**src/rtl/scan_scheduler.sv**
```systemverilog
// Multiplexed 7-segment scan scheduler: IDLE/BLANK/SHOW sequencer with registered outputs.
// Optional SCAN_FRAME_LATCH_EN snapshots the display inputs once per frame at digit 0.
module scan_scheduler #(
  parameter int unsigned NUM_DIGITS = 8,
  parameter int unsigned DEAD_CYC   = 16
) (
  input  logic                    clk,
  input  logic                    rst_n,
  input  logic                    scan_tick,
  input  logic                    blink_tick,
  input  logic                    disp_en,
  input  logic [4*NUM_DIGITS-1:0] digits,
  input  logic [NUM_DIGITS-1:0]   dp_mask,
  input  logic [NUM_DIGITS-1:0]   blank_mask,
  input  logic [NUM_DIGITS-1:0]   flash_mask,
  output logic [NUM_DIGITS-1:0]   an,
  output logic [7:0]              seg,
  output logic                    frame_start
);

  localparam int unsigned    IdxW     = $clog2(NUM_DIGITS);
  localparam logic [IdxW-1:0] IdxLast = IdxW'(NUM_DIGITS - 1);
  localparam logic [7:0]     DeadLast = 8'(DEAD_CYC - 1);

  typedef enum logic [1:0] {StIdle, StBlank, StShow} state_e;

  state_e                  state_q, state_d;
  logic [IdxW-1:0]         idx_q, idx_d;
  logic [7:0]              dead_q, dead_d;
  logic                    blink_q, blink_d;
  logic [NUM_DIGITS-1:0]   an_q, an_d;
  logic [7:0]              seg_q, seg_d;
  logic                    fs_q, fs_d;
  // Pixel and dark controls captured for the digit currently shown.
  logic [7:0]              raw_q, raw_d;
  logic                    cur_blank_q, cur_blank_d;
  logic                    cur_flash_q, cur_flash_d;
  logic                    load_show;

  logic [4*NUM_DIGITS-1:0] src_digits;
  logic [NUM_DIGITS-1:0]   src_dp, src_blank, src_flash;

`ifdef SCAN_FRAME_LATCH_EN
  logic [4*NUM_DIGITS-1:0] snap_digits_q;
  logic [NUM_DIGITS-1:0]   snap_dp_q, snap_blank_q, snap_flash_q;

  // Digit 0 reads live inputs (the values being snapshotted); later digits read the snapshot.
  always_comb begin
    if (idx_q == '0) begin
      src_digits = digits;
      src_dp     = dp_mask;
      src_blank  = blank_mask;
      src_flash  = flash_mask;
    end else begin
      src_digits = snap_digits_q;
      src_dp     = snap_dp_q;
      src_blank  = snap_blank_q;
      src_flash  = snap_flash_q;
    end
  end

  always_ff @(posedge clk or negedge rst_n) begin
    if (!rst_n) begin
      snap_digits_q <= '0;
      snap_dp_q     <= '0;
      snap_blank_q  <= '0;
      snap_flash_q  <= '0;
    end else if (load_show && idx_q == '0) begin
      snap_digits_q <= digits;
      snap_dp_q     <= dp_mask;
      snap_blank_q  <= blank_mask;
      snap_flash_q  <= flash_mask;
    end
  end
`else
  assign src_digits = digits;
  assign src_dp     = dp_mask;
  assign src_blank  = blank_mask;
  assign src_flash  = flash_mask;
`endif

  function automatic logic [6:0] hex7(input logic [3:0] n);
    case (n)
      4'h0: hex7 = 7'h3F;
      4'h1: hex7 = 7'h06;
      4'h2: hex7 = 7'h5B;
      4'h3: hex7 = 7'h4F;
      4'h4: hex7 = 7'h66;
      4'h5: hex7 = 7'h6D;
      4'h6: hex7 = 7'h7D;
      4'h7: hex7 = 7'h07;
      4'h8: hex7 = 7'h7F;
      4'h9: hex7 = 7'h6F;
      4'hA: hex7 = 7'h77;
      4'hB: hex7 = 7'h7C;
      4'hC: hex7 = 7'h39;
      4'hD: hex7 = 7'h5E;
      4'hE: hex7 = 7'h79;
      default: hex7 = 7'h71;
    endcase
  endfunction

  logic [3:0]            sel_nib;
  logic [NUM_DIGITS-1:0] onehot;

  always_comb begin
    sel_nib        = src_digits[{idx_q, 2'b00} +: 4];
    onehot         = '0;
    onehot[idx_q]  = 1'b1;
  end

  always_comb begin
    state_d     = state_q;
    idx_d       = idx_q;
    dead_d      = dead_q;
    blink_d     = blink_q ^ blink_tick;
    an_d        = '0;
    seg_d       = '0;
    fs_d        = 1'b0;
    raw_d       = raw_q;
    cur_blank_d = cur_blank_q;
    cur_flash_d = cur_flash_q;
    load_show   = 1'b0;

    if (!disp_en) begin
      state_d = StIdle;
      idx_d   = '0;
      dead_d  = '0;
    end else begin
      case (state_q)
        StIdle: begin
          state_d = StBlank;
          idx_d   = '0;
          dead_d  = '0;
        end
        StBlank: begin
          if (dead_q == DeadLast) begin
            state_d     = StShow;
            load_show   = 1'b1;
            raw_d       = {src_dp[idx_q], hex7(sel_nib)};
            cur_blank_d = src_blank[idx_q];
            cur_flash_d = src_flash[idx_q];
            an_d        = onehot;
            seg_d       = (cur_blank_d || (cur_flash_d && blink_d)) ? 8'h00 : raw_d;
            fs_d        = (idx_q == '0);
          end else begin
            dead_d = dead_q + 8'd1;
          end
        end
        StShow: begin
          if (scan_tick) begin
            state_d = StBlank;
            dead_d  = '0;
            idx_d   = (idx_q == IdxLast) ? '0 : idx_q + 1'b1;
          end else begin
            an_d  = onehot;
            // Dark test uses the next blink phase so seg tracks the phase register.
            seg_d = (cur_blank_q || (cur_flash_q && blink_d)) ? 8'h00 : raw_q;
          end
        end
        default: state_d = StIdle;
      endcase
    end
  end

  always_ff @(posedge clk or negedge rst_n) begin
    if (!rst_n) begin
      state_q     <= StIdle;
      idx_q       <= '0;
      dead_q      <= '0;
      blink_q     <= 1'b0;
      an_q        <= '0;
      seg_q       <= '0;
      fs_q        <= 1'b0;
      raw_q       <= '0;
      cur_blank_q <= 1'b0;
      cur_flash_q <= 1'b0;
    end else begin
      state_q     <= state_d;
      idx_q       <= idx_d;
      dead_q      <= dead_d;
      blink_q     <= blink_d;
      an_q        <= an_d;
      seg_q       <= seg_d;
      fs_q        <= fs_d;
      raw_q       <= raw_d;
      cur_blank_q <= cur_blank_d;
      cur_flash_q <= cur_flash_d;
    end
  end

  assign an          = an_q;
  assign seg         = seg_q;
  assign frame_start = fs_q;

endmodule

```
**config.mk**
```make
export PLATFORM = sky130hd
export DESIGN_NAME = scan_scheduler
export DESIGN_NICKNAME = d
export VERILOG_FILES = /design/src/rtl/scan_scheduler.sv
export SDC_FILE = /design/constraint.sdc
export NUM_CORES = 1
export LEC_CHECK = 0
export ABC_AREA = 0
export CORE_UTILIZATION = 50
export DETAILED_ROUTE_END_ITERATION = 8
export DONT_BUFFER_PORTS = 1
export SLEW_MARGIN = 20
export SYNTH_ARGS = -nofsm -noshare
export SYNTH_HDL_FRONTEND = slang
export SYNTH_SLANG_ARGS = --single-unit
```
**constraint.sdc**
```tcl
create_clock -name clk -period 3.4 [get_ports clk]
set_input_delay 0.85 -clock clk [delete_from_list [all_inputs] [get_ports clk]]
set_output_delay 0.85 -clock clk [all_outputs]
set_load 0.05 [all_outputs]
```
# Word level (Yosys, flattened, before mapping)
# Memory sizes are Yosys's and may differ from the RTL's.
# Index checks and enable logic that the tools add are counted.
# Widths: inputs -> output; s select.
# classes
add_sub_neg	2
multipliers	0
div_mod_pow	0
magnitude_cmp	2
eq_ne	9
shifts	1
n_mux	33
bitwise	1
n_reduce_logical	11
# op_table
operator	n
$mux 8	11
$pmux 8 s2	2
$shiftx 32x6->4	1
$pmux 8 s3	1
$bmux 1 s3	3
$mux 3	3
$ne 3x3->1 const B	3
$add 8x1->8 const B	1
$eq 8x4->1 const B	1
$mux 1	7
$mux 2	3
$pmux 2 s3	1
$pmux 3 s2	1
$reduce_and 3->1	2
$lt 3x4->1 const B	1
$ne 4x1->1 const B	1
$reduce_and 2->1	2
$add 3x1->3 const B	1
$demux 1 s3	1
$eq 3x3->1 const B	1
$ge 3x1->1 const B	1
$logic_and 1x1->1	3
$logic_not 3->1	1
$ne 3x1->1 const B	1
other kinds (5)	6
# word_totals
ff_bits	41
latchBits	0
mem_bits_rw	0
rom_bits	112
inputBits	61
output_inout_bits	17
mem_count	1
# memory_table
name	depth	width	read_ports	rd_ports_with_merged_regs	write_ports	line	text
(name not given)	16	7	1	0	0	83	case (n)

# Logic depth before layout (Yosys ltp)
# Gate-level depths: netlist of the first run.
# depth
depth_word	8
depth_mapped	11

# Worst setup path after synthesis of the first run
# Ideal clock, no wire load.
# synth_timing
path_type	input -> register
start	in disp_en
end	reg dead_q[7]
setup_time_ns	0.133
arrival_ns	2.349
path_slack_ns	0.918
cell_stages	8
path_buffers	1
cell_sequence	clkbuf_1 -> nand2_1 -> or4_4 -> and4_4 -> and4_4 -> nand3_1 -> xor2_1 -> a21oi_1
# synth_between
elab_chain_cells	2
elab_cells_between_ends	5
classes_between	3 x eq/ne; 1 x mux; 1 x reduce/logical
# synth_rtl
item	line	text
start, declared	11	input logic disp_en,
$ne 4x1->1 (no source line) or $ne 3x3->1 (tied branches)	--	
$reduce_and 3->1 (no source line)	--	
end signal, assigned	170	dead_q <= '0;
end signal, assigned	181	dead_q <= dead_d;
end, declared	29	logic [7:0] dead_q, dead_d;
# Several ways; a longest one is shown, not always the timed one.
# A chain may end at the register's enable or synchronous reset.

# Final worst setup path of the first run
# layout_timing
start	reg idx_q[1]
end	reg raw_q[6]
# layout_between
elab_chain_cells	2
# layout_rtl
item	line	text
start, declared	28	logic [IdxW-1:0] idx_q, idx_d;
start signal, assigned	180	idx_q <= idx_d;
$shiftx 32x6->4	107	sel_nib = src_digits[{idx_q, 2'b00} +: 4];
$mem_v2 16x7	--	
end signal, assigned	186	raw_q <= raw_d;
end, declared	35	logic [7:0] raw_q, raw_d;
# No other way between the ends.

==> results of run 1 <==
## cell type report
cell class / instances / share of cell area (%)
tap: 67 / 3.026
clock inverter: 1 / 1.084
inverter: 14 / 1.897
multi-input combinational: 212 / 52.76
clock buffer: 7 / 3.117
timing repair buffer: 4 / 1.084
sequential: 41 / 37.04
## layout by cell type, fill, tap and decap left out, drive strengths merged, types with 2 or more instances in the layout
master  count
dfrtp      41
nand2      35
o21ai      28
nor2       27
mux2i      19
ha         15
inv        14
a21oi      14
nand3       9
nor3        9
mux2        7
a22oi       7
clkbuf      7
nor2b       5
o22ai       4
buf         4
or3         4
o221ai      3
mux4        2
a211oi      2
xor2        2
xnor2       2
and4        2
a22o        2
## stage by stage
stage / hold WS [ns] / setup WS, ns / instance area [sq um] / total power, uW / util, %
3_3_place_gp: 0.4626 / 0.8054 / 2654 / 609.5 / 54.74
2_1_floorplan: 0.4497 / 0.9179 / 2596 / 593.6 / -
6_report: 0.2401 / 0.8270 / 2770 / 1008 / 57.14
4_1_cts: 0.2268 / 0.8492 / 2770 / 1021 / 57.14
3_5_place_dp: 0.4702 / 0.7756 / 2654 / 610.5 / 54.74
5_1_grt: 0.2186 / 0.5391 / 2770 / 1060 / 57.14
## synth_stat cells, types with 5 or more instances
library cell,number
inv_1,13
nor3_1,7
a21oi_1,13
mux2i_1,19
a22oi_1,7
nand2_1,35
nor2b_1,5
mux2_2,7
buf_2,6
ha_1,15
o21ai_1,11
nor2_1,27
o21ai_0,17
dfrtp_1,41
clkbuf_1,7
nand3_1,8
## worst max-delay path, cell delays in order (launching register included)
cell and delay [ns]:
dfrtp_1 0.76, buf_4 0.29, nand2_1 0.21, o22ai_1 0.26
a21oi_2 0.11, inv_1 0.13, ha_1 0.23, mux2i_1 0.09
o21ai_0 0.25, o21ai_0 0.13
## sequential cells by signal, summed over array words and instances (netlist names)
signal / flops
frame_start: 1
dead_q: 8
cur_flash_q: 1
seg: 8
state_q: 2
cur_blank_q: 1
blink_q: 1
idx_q: 3
raw_q: 8
an: 8
## cells by family (layout without fill, tap and decap cells)
family | after synthesis | after routing | synth area share [%]
buffers and inverters | 27 | 26 | 4.193
and+or+nand+nor | 98 | 98 | 18.56
xor gates and xnor gates | 4 | 4 | 1.350
DFF | 41 | 41 | 39.52
AOI/OAI and AO/OA | 67 | 67 | 17.06
muxes | 28 | 28 | 12.10
adders and majority gates | 15 | 15 | 7.229
## layer usage
layer / global-route usage, % / share of wire [%]
met1: 28.49 / 46
met2: 35.76 / 50
met3: 4.743 / 2.6
met4: 7.479 / 1.3
met5: 0 / 0
## power breakdown
group          leakage (uW)  internal [uW]  switching (uW)
sequential         0.000569            497            5.72
clock             0.0000585            239             167
combinational      0.000581           40.2            58.4
total               0.00121            777             231
## worst min-delay path by stage
| stage | start | to | slack (ns) | cells past startpoint |
|---|---|---|---|---|
| detailed placement | raw_q[3] | raw_q[3] | 0.47 | 2 |
| CTS | rst_n | seg[4] | 0.23 | 0 |
| global route | rst_n | dead_q[0] | 0.22 | 0 |
| finish | rst_n | seg[4] | 0.24 | 0 |
| global placement | raw_q[3] | raw_q[3] | 0.46 | 2 |
| floorplan | raw_q[2] | raw_q[2] | 0.45 | 2 |
==> out/qor.csv, run 1 <==
metric,value,unit
status,"finished, final reports clean",
Final #Nets,354,
cell area after synthesis,2596,sq um
Peak supply drop,171.5,uV
DR pass1 iterations,4,
Synth Flop Type,dfrtp_1,
"Setup Fix Bufs, Post-CTS",0,
initial antenna violation count,0,
worst-margin pin slew,0.7171,ns
CP Launch Point,idx_q[1],
chip width,74.06,um
post-route setup TNS,0,ns
DP Wirelength,4.034,mm
Yosys warnings,0,
chip height,74.06,um
I/O Pins,78,
largest net degree at the start of global routing,42,
CP required,3.58,ns
Post-Syn Area per Cell,9.272,sq um
clock buffer depth,2,
startpoint type of the worst setup path,flop,
r2r endpoint,raw_q[6],
gpl congestion,0.8310,
max-slew violation count,0,
Initial Util,53.55,%
ANT cells,0,
Area contributors post-synth,"dfrtp_1, mux2i_1, ha_1",
worst skew pair latency,0.30,ns
final period utilization,75.68,%
I/O Buffers,0,
post-synthesis cell count,280,
Clock transition at path regs,0.08,ns
Clock Root Buffer,clkbuf_8,
layout cells sized above 1,11.83,%
P_leak,0.001208,uW
syn nets,356,
DRT Wirelength,5.356,mm
Cell Pwr Density,363.9,nW/um^2
Max Fanout on Critical Path,17,
vias in the first global route,1875,
max_cap viols,0,
final hold violations,0,
filler cell count in the final layout,457,
Max Clock Freq,388.7,MHz
Fin Clk Skew,0.008227,ns
DRC Markers,0,
CTS tree,yes,
#FFs+latches synth,41,
Routed Antenna Nets,0,
post-synthesis sequential area ratio,39.52,%
Non-Filler Instances,346,
reg2reg start,idx_q[1],
RSZ-0062 raised after global routing,false,
CP arrival,2.75,ns
FF-to-FF setup slack,0.83,ns
Tmin final,2.573,ns
# setup viols final,0,
Area growth syn-to-layout,6.699,%
Global Route Usage Sum,21.80,%
Hold Path Class,in2async,
area share of the largest cell type after synthesis,39.52,%
Crit Path Category,reg2reg,
grt total ovfl,0,
cts bufs inserted,5,
post-synth top area cell,dfrtp_1,
Post-synth EDFFs,0,
placed cell count,338,
DR vias,1979,
Die Footprint,5485,sq um
reg2reg path depth,9,
area occupied by registers,1026,sq um
Post-synth ARST share,100.0,%
Worst Setup EP,raw_q[6],
# rows,25,
"Hold-fix buffers, CTS",0,
H-tree Lvls,2,
first-pass GRT wire length,8.949,mm
core region area,4848,sq um
Sink Count,41,
post-detailed-route wirelength per cell,15.48,um
CP endpoint kind,flop,
1st-iter DRT viols,65,
post-cts resize count,0,
vias per cell,5.720,
Unique masters post-synth,45,
worst relative slew slack,52.19,%
multi-input logic area,1461,sq um
No activity file was read; power rests on OpenSTA's default activity.
==> inputs of run 2 (changes only) <==
Clock period 3.4 ns to 2.6 ns, I/O delays scaled along.
==> out/qor.csv, run 2 (same netlist as run 1, synthesis figures left out) <==
metric,value,unit
status,"finished, final reports clean",
most frequent cells in the layout,"dfrtp_1, nand2_1, nor2_1",
CP endpoint kind,flop,
Slowest Stage Delay on Critical Path,0.57,ns
# rows,25,
layout cells sized above 1,14.04,%
DR vias,1994,
cts bufs inserted,5,
Clock Root Buffer,clkbuf_8,
DRT Wirelength,5.348,mm
post-detailed-route wirelength per cell,15.19,um
gpl congestion,0.8546,
Final #Nets,360,
Clock Power Share,43.4,%
Clock transition at path regs,0.08,ns
RSZ-0062 raised after global routing,false,
max_cap viols,0,
placed cell count,344,
post-route setup TNS,0,ns
worst skew pair latency,0.29,ns
I/O Buffers,0,
Cell Pwr Density,489.8,nW/um^2
Non-Filler Instances,352,
final period utilization,90.93,%
clock buffer depth,2,
Die Footprint,5485,sq um
Peak supply drop,295.4,uV
Max Clock Freq,423.0,MHz
Sink Count,41,
chip width,74.06,um
P_leak,0.001252,uW
I/O Pins,78,
Final Util,58.68,%
largest net degree at the start of global routing,42,
post-cts resize count,0,
Crit Path Category,reg2reg,
ANT cells,0,
Routed Antenna Nets,0,
Area growth syn-to-layout,9.590,%
Fin Clk Skew,0.005893,ns
Combinational Power Share,9.4,%
chip height,74.06,um
core region area,4848,sq um
initial antenna violation count,0,
Psw,307.7,uW
max-slew violation count,0,
"Hold-fix buffers, CTS",0,
Tmin final,2.364,ns
Global Route Usage Sum,21.84,%
CP required,2.78,ns
first-pass GRT wire length,9.114,mm
Sequential Power Share,47.2,%
H-tree Lvls,2,
# setup viols final,0,
worst relative slew slack,66.02,%
1st-iter DRT viols,89,
Max Fanout on Critical Path,10,
cell chain of the critical path,"mux4_2, nand2_1, nand2_1, inv_1, ha_1, inv_1, mux2i_1, mux2i_1, o21ai_0",
vias in the first global route,1934,
DP Wirelength,4.129,mm
vias per cell,5.665,
Hold Path Class,in2async,
CP arrival,2.54,ns
grt total ovfl,0,
Initial Util,53.55,%
startpoint type of the worst setup path,flop,
final hold violations,0,
DR pass1 iterations,4,
"commonest non-fill, non-tap cell in the layout",dfrtp_1,
"Setup Fix Bufs, Post-CTS",0,
Net Sw Frac,22.08,%
CTS tree,yes,
internal power,1086,uW
worst-margin pin slew,0.5097,ns
DRC Markers,0,
Worst path slowest cell,dfrtp_1,
## run 2: power groups by stage
| stage | Combinational, uW | Sequential (uW) | Clock (uW) |
|---|---|---|---|
| after floorplan | 107 | 669 | 0 |
| after global placement | 130 | 670 | 0 |
| after detailed placement | 131 | 670 | 0 |
| after CTS | 131 | 657 | 617 |
| after global routing | 148 | 660 | 650 |
| final | 131 | 657 | 605 |
## run 2: path summary, 6_finish.rpt
kind                                from     endpoint  slack (ns)  depth (start not counted)
min in group clk                 disp_en  cur_blank_q        0.43                          1
max in group asynchronous          rst_n    dead_q[0]        2.46                          0
worst min register to register  raw_q[6]     raw_q[6]        0.49                          2
worst max-delay path            idx_q[1]     raw_q[3]        0.24                          9
worst max register to register  idx_q[1]     raw_q[3]        0.24                          9
worst min-delay path               rst_n       seg[7]        0.04                          0
## run 2: through the flow
step,hold WS [ns],setup WS (ns),instance area [sq um],total power [uW]
finish,0.04029,0.2358,2845,1394
global route,0.01603,0.03199,2845,1458
CTS,0.03268,0.2365,2845,1406
detailed placement,0.3552,0.2093,2711,801.0
global placement,0.3552,0.2482,2711,800.5
floorplan,0.3544,0.1741,2596,776.2
## run 2: worst max-delay path, delay by kind of cell, from the launching register on
kind	cells	cell delay (ns)
multiplexers	3	0.79
adder cells (fa/ha/maj)	1	0.26
AO/OA/AOI/OAI	1	0.11
buffers and inverters	2	0.29
AND/OR/NAND/NOR	2	0.22
flip-flops	1	0.57
## run 2: metal layers
| layer | vias to the layer above | GRT usage (%) | part of all wire, % |
|---|---|---|---|
| met5 | - | 0 | 0 |
| met4 | 0 | 6.838 | 1.1 |
| met3 | 6 | 4.607 | 4.1 |
| met2 | 48 | 36.67 | 49 |
| met1 | 944 | 28.15 | 46 |
| li1 | 996 | - | - |
## run 2: final cells by class
type	count	area (sq um)
flip-flops and latches	41	1026
clock inverters	3	65.06
clock buffers	5	68.82
inverters	14	52.55
repair buffers	10	87.58
well taps	67	83.83
multi-input cells	212	1461
fillers	438	2003
==> inputs of run 3 (changes only) <==
Settings changed: RECOVER_POWER from default to 25, TNS_END_PERCENT from default to 10.
==> results of run 3 <==
No change in the layout: final DEF, timing and power equal those of run 2.
